File: config.mk
export PLATFORM = sky130hd
export DESIGN_NAME = mem_port_arbiter
export DESIGN_NICKNAME = d
export VERILOG_FILES = /design/src/rtl/arb_pkg.sv /design/src/rtl/rr_pick.sv /design/src/rtl/mem_port_arbiter.sv
export SDC_FILE = /design/constraint.sdc
export NUM_CORES = 1
export LEC_CHECK = 0
export CORE_AREA = 2 2 118 120
export DETAILED_ROUTE_END_ITERATION = 7
export DIE_AREA = 0 0 120 122
export HOLD_SLACK_MARGIN = 0.02
export PLACE_DENSITY = 0.56
export SYNTH_ARGS = -nofsm -noshare
export SYNTH_HDL_FRONTEND = slang
export SYNTH_SLANG_ARGS = --single-unit
export TNS_END_PERCENT = 20
File: constraint.sdc
create_clock -name clk -period 2.2 [get_ports clk]
set_input_delay 0.44 -clock clk [delete_from_list [all_inputs] [get_ports clk]]
set_output_delay 0.44 -clock clk [all_outputs]
set_load 0.01 [all_outputs]
File: src/rtl/arb_pkg.sv
// Shared types for the two-port memory arbiter: FSM state encoding and requester indices.
package arb_pkg;

   typedef enum logic {
      IDLE  = 1'b0,
      RDATA = 1'b1
   } state_e;

   localparam logic REQ_CORE   = 1'b0;
   localparam logic REQ_LOADER = 1'b1;

endpackage

File: src/rtl/rr_pick.sv
// Two-way round-robin picker: one-hot grant from a request pair and the index granted last.
module rr_pick (
   input  logic [1:0] req,
   input  logic       last,
   output logic [1:0] gnt
);

   always_comb begin
      gnt = 2'b00;
      case (req)
         2'b01:   gnt = 2'b01;
         2'b10:   gnt = 2'b10;
         // Contention: favour whoever was not served last.
         2'b11:   gnt = last ? 2'b01 : 2'b10;
         default: gnt = 2'b00;
      endcase
   end

endmodule

File: src/rtl/mem_port_arbiter.sv
// Arbitrates a core port and a loader/debug port onto one synchronous memory port,
// allowing at most one outstanding load.
module mem_port_arbiter
   import arb_pkg::*;
#(
   parameter int unsigned ADDR_W = 32,
   parameter int unsigned DATA_W = 32
) (
   input  logic              clk,
   input  logic              rst_n,

   input  logic              r0_req,
   input  logic              r0_we,
   input  logic [ADDR_W-1:0] r0_addr,
   input  logic [DATA_W-1:0] r0_wdata,
   input  logic [2:0]        r0_funct3,
   output logic              r0_gnt,
   output logic              r0_rvalid,
   output logic [DATA_W-1:0] r0_rdata,

   input  logic              r1_req,
   input  logic              r1_we,
   input  logic [ADDR_W-1:0] r1_addr,
   input  logic [DATA_W-1:0] r1_wdata,
   input  logic [2:0]        r1_funct3,
   output logic              r1_gnt,
   output logic              r1_rvalid,
   output logic [DATA_W-1:0] r1_rdata,

   output logic [ADDR_W-1:0] mem_addr,
   output logic [DATA_W-1:0] mem_wdata,
   output logic [2:0]        mem_funct3,
   output logic              mem_wren,
   input  logic [DATA_W-1:0] mem_rdata
);

   state_e     r_state;
   state_e     w_state_next;
   logic       r_owner;
   logic       w_owner_next;
   logic       r_last;
   logic       w_last_next;
   logic [1:0] w_pick;
   logic [1:0] w_gnt;
   logic       w_sel_r1;
   logic       w_gnt_we;

   rr_pick u_rr_pick (
      .req  ({r1_req, r0_req}),
      .last (r_last),
      .gnt  (w_pick)
   );

   always_ff @(posedge clk or negedge rst_n) begin
      if (!rst_n) begin
         r_state <= IDLE;
         r_owner <= REQ_CORE;
         // Pretend the loader was served last so the core wins the first contention.
         r_last  <= REQ_LOADER;
      end else begin
         r_state <= w_state_next;
         r_owner <= w_owner_next;
         r_last  <= w_last_next;
      end
   end

   always_comb begin
      w_state_next = r_state;
      w_owner_next = r_owner;
      w_last_next  = r_last;
      w_gnt        = 2'b00;
      w_gnt_we     = 1'b0;
      case (r_state)
         IDLE: begin
            // Grants are combinational, so gate them while reset is held.
            if (rst_n) begin
               w_gnt = w_pick;
            end
            w_gnt_we = (w_gnt[0] & r0_we) | (w_gnt[1] & r1_we);
            if (w_gnt != 2'b00) begin
               w_last_next = w_gnt[1] ? REQ_LOADER : REQ_CORE;
               if (!w_gnt_we) begin
                  w_state_next = RDATA;
                  w_owner_next = w_gnt[1] ? REQ_LOADER : REQ_CORE;
               end
            end
         end
         RDATA: begin
            w_state_next = IDLE;
         end
         default: begin
            w_state_next = IDLE;
         end
      endcase
   end

   assign w_sel_r1   = w_gnt[1];
   assign mem_addr   = w_sel_r1 ? r1_addr   : r0_addr;
   assign mem_wdata  = w_sel_r1 ? r1_wdata  : r0_wdata;
   assign mem_funct3 = w_sel_r1 ? r1_funct3 : r0_funct3;
   assign mem_wren   = w_gnt_we;

   assign r0_gnt    = w_gnt[0];
   assign r1_gnt    = w_gnt[1];
   assign r0_rvalid = (r_state == RDATA) && (r_owner == REQ_CORE);
   assign r1_rvalid = (r_state == RDATA) && (r_owner == REQ_LOADER);
   assign r0_rdata  = mem_rdata;
   assign r1_rdata  = mem_rdata;

endmodule

Word-level counts from Yosys, hierarchy flattened
Index checks and enable logic that the tools add are counted.
- bits in registers: 3
- input bits: 172
- output and inout port bits: 136
- word-level logic and storage cells: 30
- equal/unequal tests: 3
- multiplexer cells: 13
- bitwise logic cells: 6
- reduce and logical (&&, ||, !) cells: 5
- operators with widths (kind ; number):
    32-bit two-way mux ; 2
    2-bit two-way mux ; 4
    2-bit case mux with 3 select lines ; 1
    2-bit equality test (second input constant) ; 2
    1-bit two-way mux ; 4
    3-bit two-way mux ; 1
    1-bit NOT ; 3
    3-bit AND reduction ; 1
    1-bit AND ; 2
    2-bit by 1-bit equality test with 1-bit output (second input constant) ; 1
    1-bit logical AND ; 2
    1-bit case mux with 2 select lines ; 1
    2-bit AND reduction ; 1
    2-bit nonzero test ; 1
    1-bit OR ; 1

Longest topological paths before layout
Gate-level depths: netlist of the first run.
- depth after elaboration: 9
- mapped depth: 4
- depth with buffers taken out: 3

Modules after synthesis
Synthesis of the first run repeated with hierarchy kept, for this count alone.
- cells, all modules: 158
- area total of the unflattened synthesis: 1517.7 um^2
- modules (own cells, without submodules) (module ; times used ; cells each ; area each (um^2) ; sequential area each (um^2)):
    mem_port_arbiter ; 1 ; 155 ; 1498.9 ; 76.3
    rr_pick ; 1 ; 3 ; 18.8 ; 0.0

Worst setup path after synthesis of the first run
Ideal clock, no wire load.
- path type: input to output
- from: in rst_n
- to: out mem_addr[0]
- arrival time: 1245 ps
- data required time: 1760 ps
- path slack: 515 ps
- stages: 4
- path buffers: 1
- path through: and2b_1 > nand2_4 > buf_6 > mux2_4
- cells in the longest elaborated chain, start to end: 4
- RTL lines (what ; line ; text):
    from (decl) ; mem_port_arbiter.sv:10 ; input logic rst_n,
    2-bit two-way mux ; mem_port_arbiter.sv:76 ; if (rst_n) begin
    2-bit two-way mux (2 in series) ; mem_port_arbiter.sv:73 ; case (r_state)
    32-bit two-way mux ; mem_port_arbiter.sv:98 ; assign mem_addr = w_sel_r1 ? r1_addr : r0_addr;
    to (decl) ; mem_port_arbiter.sv:30 ; output logic [ADDR_W-1:0] mem_addr,
Every way passes these cells. The select of a mux whose other input is x is not followed.

Worst setup path in the final report of the first run
- from: reg r_state
- to: out mem_addr[4]
- cells in the longest elaborated chain, start to end: 2
- RTL lines (what ; line ; text):
    from (decl) ; mem_port_arbiter.sv:37 ; state_e r_state;
    from (signal assigned) ; mem_port_arbiter.sv:61 ; r_state <= w_state_next;
    2-bit two-way mux ; mem_port_arbiter.sv:73 ;
    32-bit two-way mux ; mem_port_arbiter.sv:98 ;
Every way passes these cells.

==> results.toml, run 1 <==
[finish]
multi_input_area_um2 = 1160
ff_latch_area_um2 = 76.3
stdcell_area_um2 = 4070
fin_nets = 516
diodes = 0
synthToLayoutAreaGrowth_pct = 129
final_core_util_pct = 30.2
nFillCells = 1444
drive_above_1_share_pct = 52.8

[synth]
syn_inst = 160
syn_avg_cell_area_um2 = 11.1
ys.flop_type = "dfrtp_1"
synth-async-reset-ratio_pct = 100
synth_warnings = 0
synth_cell_types = 21
synth_nets = 332
netlist.area_leader.share_pct = 56.7
yosys-top-cells-count = "67 x mux2_4, 64 x buf_4, 7 x buf_6"
syn_area_um2 = 1780
synth-edff-count = 0
yosys-top-cells-area = "mux2_4 57%, buf_4 27%, buf_6 4.4%"
ys_seq_area_share_pct = 4.30
synth_area_leader_cell = "mux2_4"
ys_seq_elements = 3
synth_most_common_cell = "mux2_4"

[die]
core_um2 = 13500
fp-row-count = 43
fp.dieW_um = 120
die_area_um2 = 14600
die-height_um = 122
io_pins = 308
start_util_pct = 13.1

[setup_path]
critPathLaunchType = "flip-flop"
cp_top_family = "buffers and inverters"
cp.required_ps = 1760
critPathMaxStageDelay_ps = 380
crit_path_max_fanout = 7
worstPathArrival_ps = 1790
path_buf_inv = 3
worst_path_max_delay_cell = "dfrtp_1"
r2r_setup_slack_ps = 850
worstPathCellList = "and2b_4 > nand2_8 > buf_4 > buf_16 > mux2_4 > buf_2"
end_kind = "primary output"
crit_type = "reg -> out"

[global_routing]
antenna_found_initial = 0
grt_use_total_pct = 10.7
grt_pass1_vias = 1936
grt_max_degree = 9
grt.overflow.total = 0
grt_pass1_wl_um = 11600

[clock_network]
root_buffer = "clkbuf_16"
numCtsBuffers = 3
cts_sinks = 3
clk_pin_slew_ps = 30
insertion_delay_ps = 220
h-tree-depth = 1
cts_tree = "done"
cts_max_path_buffers = 2
cts_hold_buf = 0

[timing]
drv_slew = 0
fin_crit_ps = 2230
finalCritPeriodShare_pct = 101
rsz0062_at_grt = "yes"
setup_viol_count_final = 24
finalHoldViolCount = 0
fin_skew_ps = 1.07
slew_headroom_pct = 89.1
fmax_ghz = 0.448
worst_slack_ps = -32.5
holdWs_ps = 240
tightestPinTransition_ps = 162

[drt]
routed.top_layer = "met4"
wl_um = 8620
postRouteAntennaNets = 0
drt-wirelength-per-cell_um = 16.5
wl_met3_um = 986
route.detailed.drc = 0
drt_pass1_iterations = 4
vias = 1805
met2WireLength_um = 4290
wl_met1_um = 3230
drtIter0Drc = 25
avgViaCountPerCell = 3.45

[placement]
dp_hpwl_um = 7420
port_buffers = 211
place.gp.congestion = 0.767
place_area_um2 = 3680

[worst_hold_path]
holdCritPathClass = "in -> async"

[power]
cellPowerDensity_nw_per_um2 = 331
ir_drop_v = 0.000192
p_leak_nw = 1.95

[outcome]
status = "finished with violations"
violations = "setup timing"

[flow_run]
max_cap_violations = 0
[flip-flops by register name, summed over array words and instances (netlist names)]
| register | count |
|---|---|
| r_last | 1 |
| r_owner | 1 |
| r_state | 1 |
[routing by layer]
| layer | vias up | GRT usage [%] |
|---|---|---|
| met5 | - | 0 |
| met4 | 0 | 2.50 |
| met3 | 23 | 3.93 |
| met2 | 133 | 19.7 |
| met1 | 792 | 11.8 |
| li1 | 857 | - |
[layout by cell type (no fill, tap or decap), types with 2 or more instances in the layout]
| master | synthesis | final |
|---|---|---|
| clkbuf_16 | 0 | 3 |
| buf_16 | 0 | 3 |
| buf_6 | 7 | 50 |
| nand2_8 | 0 | 2 |
| buf_12 | 0 | 9 |
| dfrtp_1 | 2 | 2 |
| buf_2 | 0 | 22 |
| clkdlybuf4s50_1 | 0 | 138 |
| dlygate4sd2_1 | 0 | 4 |
| mux2_4 | 67 | 67 |
| clkbuf_2 | 0 | 7 |
| inv_1 | 2 | 2 |
| buf_4 | 64 | 13 |
| nand2b_1 | 3 | 3 |
[worst register-to-register path, cell delays in order (launching register included)]
cell       delay (ps)
dfrtp_1           380
and2b_4           350
nand2_8           100
buf_12            150
buf_6             130
o2bb2ai_1         160
[stage by stage]
| stage | setup slack (ps) | power [mW] | std cells | setup TNS (ps) |
|---|---|---|---|---|
| 6_report | -32.5 | 1.35 | 523 | -383 |
| 5_1_grt | -82.5 | 1.42 | 523 | -2200 |
| 4_1_cts | -94.0 | 1.36 | 521 | -1420 |
| 3_5_place_dp | -578 | 0.972 | 494 | -36560 |
| 3_3_place_gp | -562 | 0.969 | 494 | -35430 |
| 2_1_floorplan | 515 | 0.544 | 160 | 0 |
[where the power goes]
group | internal [mW] | leakage (nW) | switching (mW)
clock network | 0.239 | 0.0382 | 0.0516
logic | 0.671 | 1.88 | 0.308
registers | 0.0685 | 0.0355 | 0.0110
[final timing paths]
check,from,to,depth (start not counted)
worst min-delay path,rst_n,r_state,2
worst max-delay path,r_state,mem_addr[4],6
max in group asynchronous,rst_n,r_last,2
worst min register to register,r_last,r_last,2
min in group clk,r_last,r_last,2
worst max register to register,r_state,r_owner,5
[cell families after synthesis]
family          Yosys count  share of synthesized area [%]
buf+inv                  73                           31.9
mux                      67                           56.7
flops                     3                           4.30
simple gates             12                           4.51
compound gates            5                           2.61
[final cells by class]
| class | instances | share of cell area [%] |
|---|---|---|
| clock buffers | 4 | 1.94 |
| inverters | 2 | 0.184 |
| multi-input cells | 85 | 28.6 |
| flip-flops and latches | 3 | 1.87 |
| well taps | 180 | 5.53 |
| repair buffers | 249 | 61.9 |
[timing repair]
item / 4_1_cts / 5_1_grt
cloned: 4 / 0
pin swaps: 2 / 2
buffers inserted: 19 / 2
endpoints found under the setup margin: 70 / 54
gates resized for setup: 319 / 23
No activity file was read; power rests on OpenSTA's default activity.
==> run 2: changes to the inputs <==
- CORE_AREA: 2 2 118 120 -> 2 2 121 123
- DIE_AREA: 0 0 120 122 -> 0 0 123 125
- HOLD_SLACK_MARGIN: 0.02 -> unset
- PLACE_DENSITY: 0.56 -> 0.52
- SYNTH_HIERARCHICAL: unset -> 1
==> run 2 against run 1 <==
Compared with the run above:
- the flow still finishes with violations (setup timing)
- setup slack got worse by 28 ps
- via count decreased by 0.89%
- sequential share of layout area increased by 0.11 points
- non-clock buffer count decreased by 6
- maximum frequency decreased by 1.2%
- highest routed layer unchanged
- clock skew decreased by 0.92 ps
- final area decreased by 5.4%
==> results.toml, run 2 <==
[synth]
yosys-top-cells-count = "64 x buf_4, 57 x mux2_2, 10 x mux2_4"
syn_area_um2 = 1520
synth-edff-count = 0
syn_avg_cell_area_um2 = 9.61
synth_most_common_cell = "buf_4"
ys_seq_elements = 3
yosys-top-cells-area = "mux2_2 42%, buf_4 32%, mux2_4 9.9%"
synth_warnings = 6
syn_inst = 158
synth_cell_types = 19
ys_seq_area_share_pct = 5.03
netlist.area_leader.share_pct = 42.3
ys.flop_type = "dfrtp_1"
synth_area_leader_cell = "mux2_2"
synth-async-reset-ratio_pct = 100
synth_nets = 330

[setup_path]
crit_type = "reg -> out"
worstPathArrival_ps = 1820
cp.required_ps = 1760
end_kind = "primary output"
critPathLaunchType = "flip-flop"
crit_path_max_fanout = 7

[global_routing]
grt_pass1_vias = 1918
grt_max_degree = 10
grt.overflow.total = 0
grt_use_total_pct = 8.26
antenna_found_initial = 1
grt_pass1_wl_um = 9780

[timing]
tightestPinTransition_ps = 213
worst_slack_ps = -60.3
setup_viol_count_final = 40
fmax_ghz = 0.442
fin_skew_ps = 0.156
finalHoldViolCount = 0
holdWs_ps = 213
drv_slew = 0
finalCritPeriodShare_pct = 103
slew_headroom_pct = 85.8
rsz0062_at_grt = "yes"
fin_crit_ps = 2260

[placement]
port_buffers = 211
place.gp.congestion = 0.768
post-place-ws_ps = -794
dp_hpwl_um = 4990

[clock_network]
clk_pin_slew_ps = 30
cts_tree = "done"
h-tree-depth = 1
root_buffer = "clkbuf_16"
cts_sinks = 3
cts_max_path_buffers = 2
numCtsBuffers = 3
insertion_delay_ps = 230

[die]
fp.dieW_um = 123
core_um2 = 14200
die-height_um = 125
fp-row-count = 44
die_area_um2 = 15400
start_util_pct = 10.7
io_pins = 308

[finish]
final_core_util_pct = 27.1
diodes = 0
drive_above_1_share_pct = 52.6
final_common_cell = "clkdlybuf4s50_1"
final_cell_mix = "139 x clkdlybuf4s50_1, 52 x buf_6, 45 x mux2_2"
ff_latch_area_um2 = 76.3
fin_nets = 506
nFillCells = 1516
multi_input_area_um2 = 947
synthToLayoutAreaGrowth_pct = 154
largestRegisters = "r_last (1), r_owner (1), r_state (1)"

[drt]
vias = 1789
drt-wirelength-per-cell_um = 13.1
drt_pass1_iterations = 2
avgViaCountPerCell = 3.46
drtIter0Drc = 3
postRouteAntennaNets = 0
route.detailed.drc = 0
wl_um = 6750

[flow_run]
max_cap_violations = 0

[outcome]
status = "finished with violations"
violations = "setup timing"

[power]
p_leak_nw = 1.62
cellPowerDensity_nw_per_um2 = 352
ir_drop_v = 0.000303

[worst_hold_path]
holdCritPathClass = "in -> async"
-- run 2: logic make-up after synthesis --
family | Yosys count | share of synthesized area (%)
buffers and inverters | 75 | 36.3
multiplexers | 67 | 52.2
AND/OR/NAND/NOR | 7 | 3.54
AO/OA/AOI/OAI | 6 | 2.97
flip-flops | 3 | 5.03
-- run 2: layer usage --
layer	global-route usage (%)	part of all wire [%]
met5	0	0
met2	15.3	51
met1	8.83	35
met4	1.94	0.95
met3	2.83	13
-- run 2: layout make-up --
cell class	count	share of cell area (%)
multi-input combinational	80	24.6
timing repair buffer	243	65.1
clock buffer	4	2.05
tap	184	5.98
inverter	3	0.292
sequential	3	1.98
-- run 2: timing repair --
| action | 4_1_cts | 5_1_grt |
|---|---|---|
| hold buffers | 0 | 0 |
| buffers inserted | 19 | 3 |
| pin swaps | 2 | 1 |
| resized for setup | 323 | 40 |
| gates cloned | 7 | 0 |
| endpoints found under the setup margin | 70 | 68 |
-- run 2: final timing paths --
path | from | endpoint | slack [ps] | depth (start not counted)
setup / recovery | r_last | mem_wdata[21] | -60 | 7
hold / removal | rst_n | r_state | 210 | 2
setup reg to reg | r_last | r_last | 660 | 7
hold reg to reg | r_last | r_last | 490 | 2
max in group asynchronous | rst_n | r_last | 1800 | 2
min in group clk | r_last | r_last | 490 | 2
-- run 2: worst max-delay path, cell delays in order (launching register included) --
cell,delay [ps]
dfstp_2,550
a21boi_4,60
and2_4,160
buf_12,130
buf_12,130
buf_16,140
mux2_4,300
buf_6,120
-- run 2: where the power goes --
part           internal, mW  switching [mW]
combinational         0.678           0.302
clock                 0.239          0.0529
sequential           0.0728          0.0122
total                 0.990           0.367
-- run 2: stage by stage --
stage,area [um2],setup TNS (ps),std cells,total power [mW]
floorplan,1520,0,158,0.507
global placement,3410,-50660,490,0.923
detailed placement,3410,-49990,490,0.922
CTS,3730,-3760,518,1.33
global route,3850,-3910,517,1.44
finish,3850,-1300,517,1.36
==> run 3: changes to the inputs <==
- CAP_MARGIN: unset -> 5
==> results of run 3 <==
Final layout, timing and power as in run 2 (identical DEF).
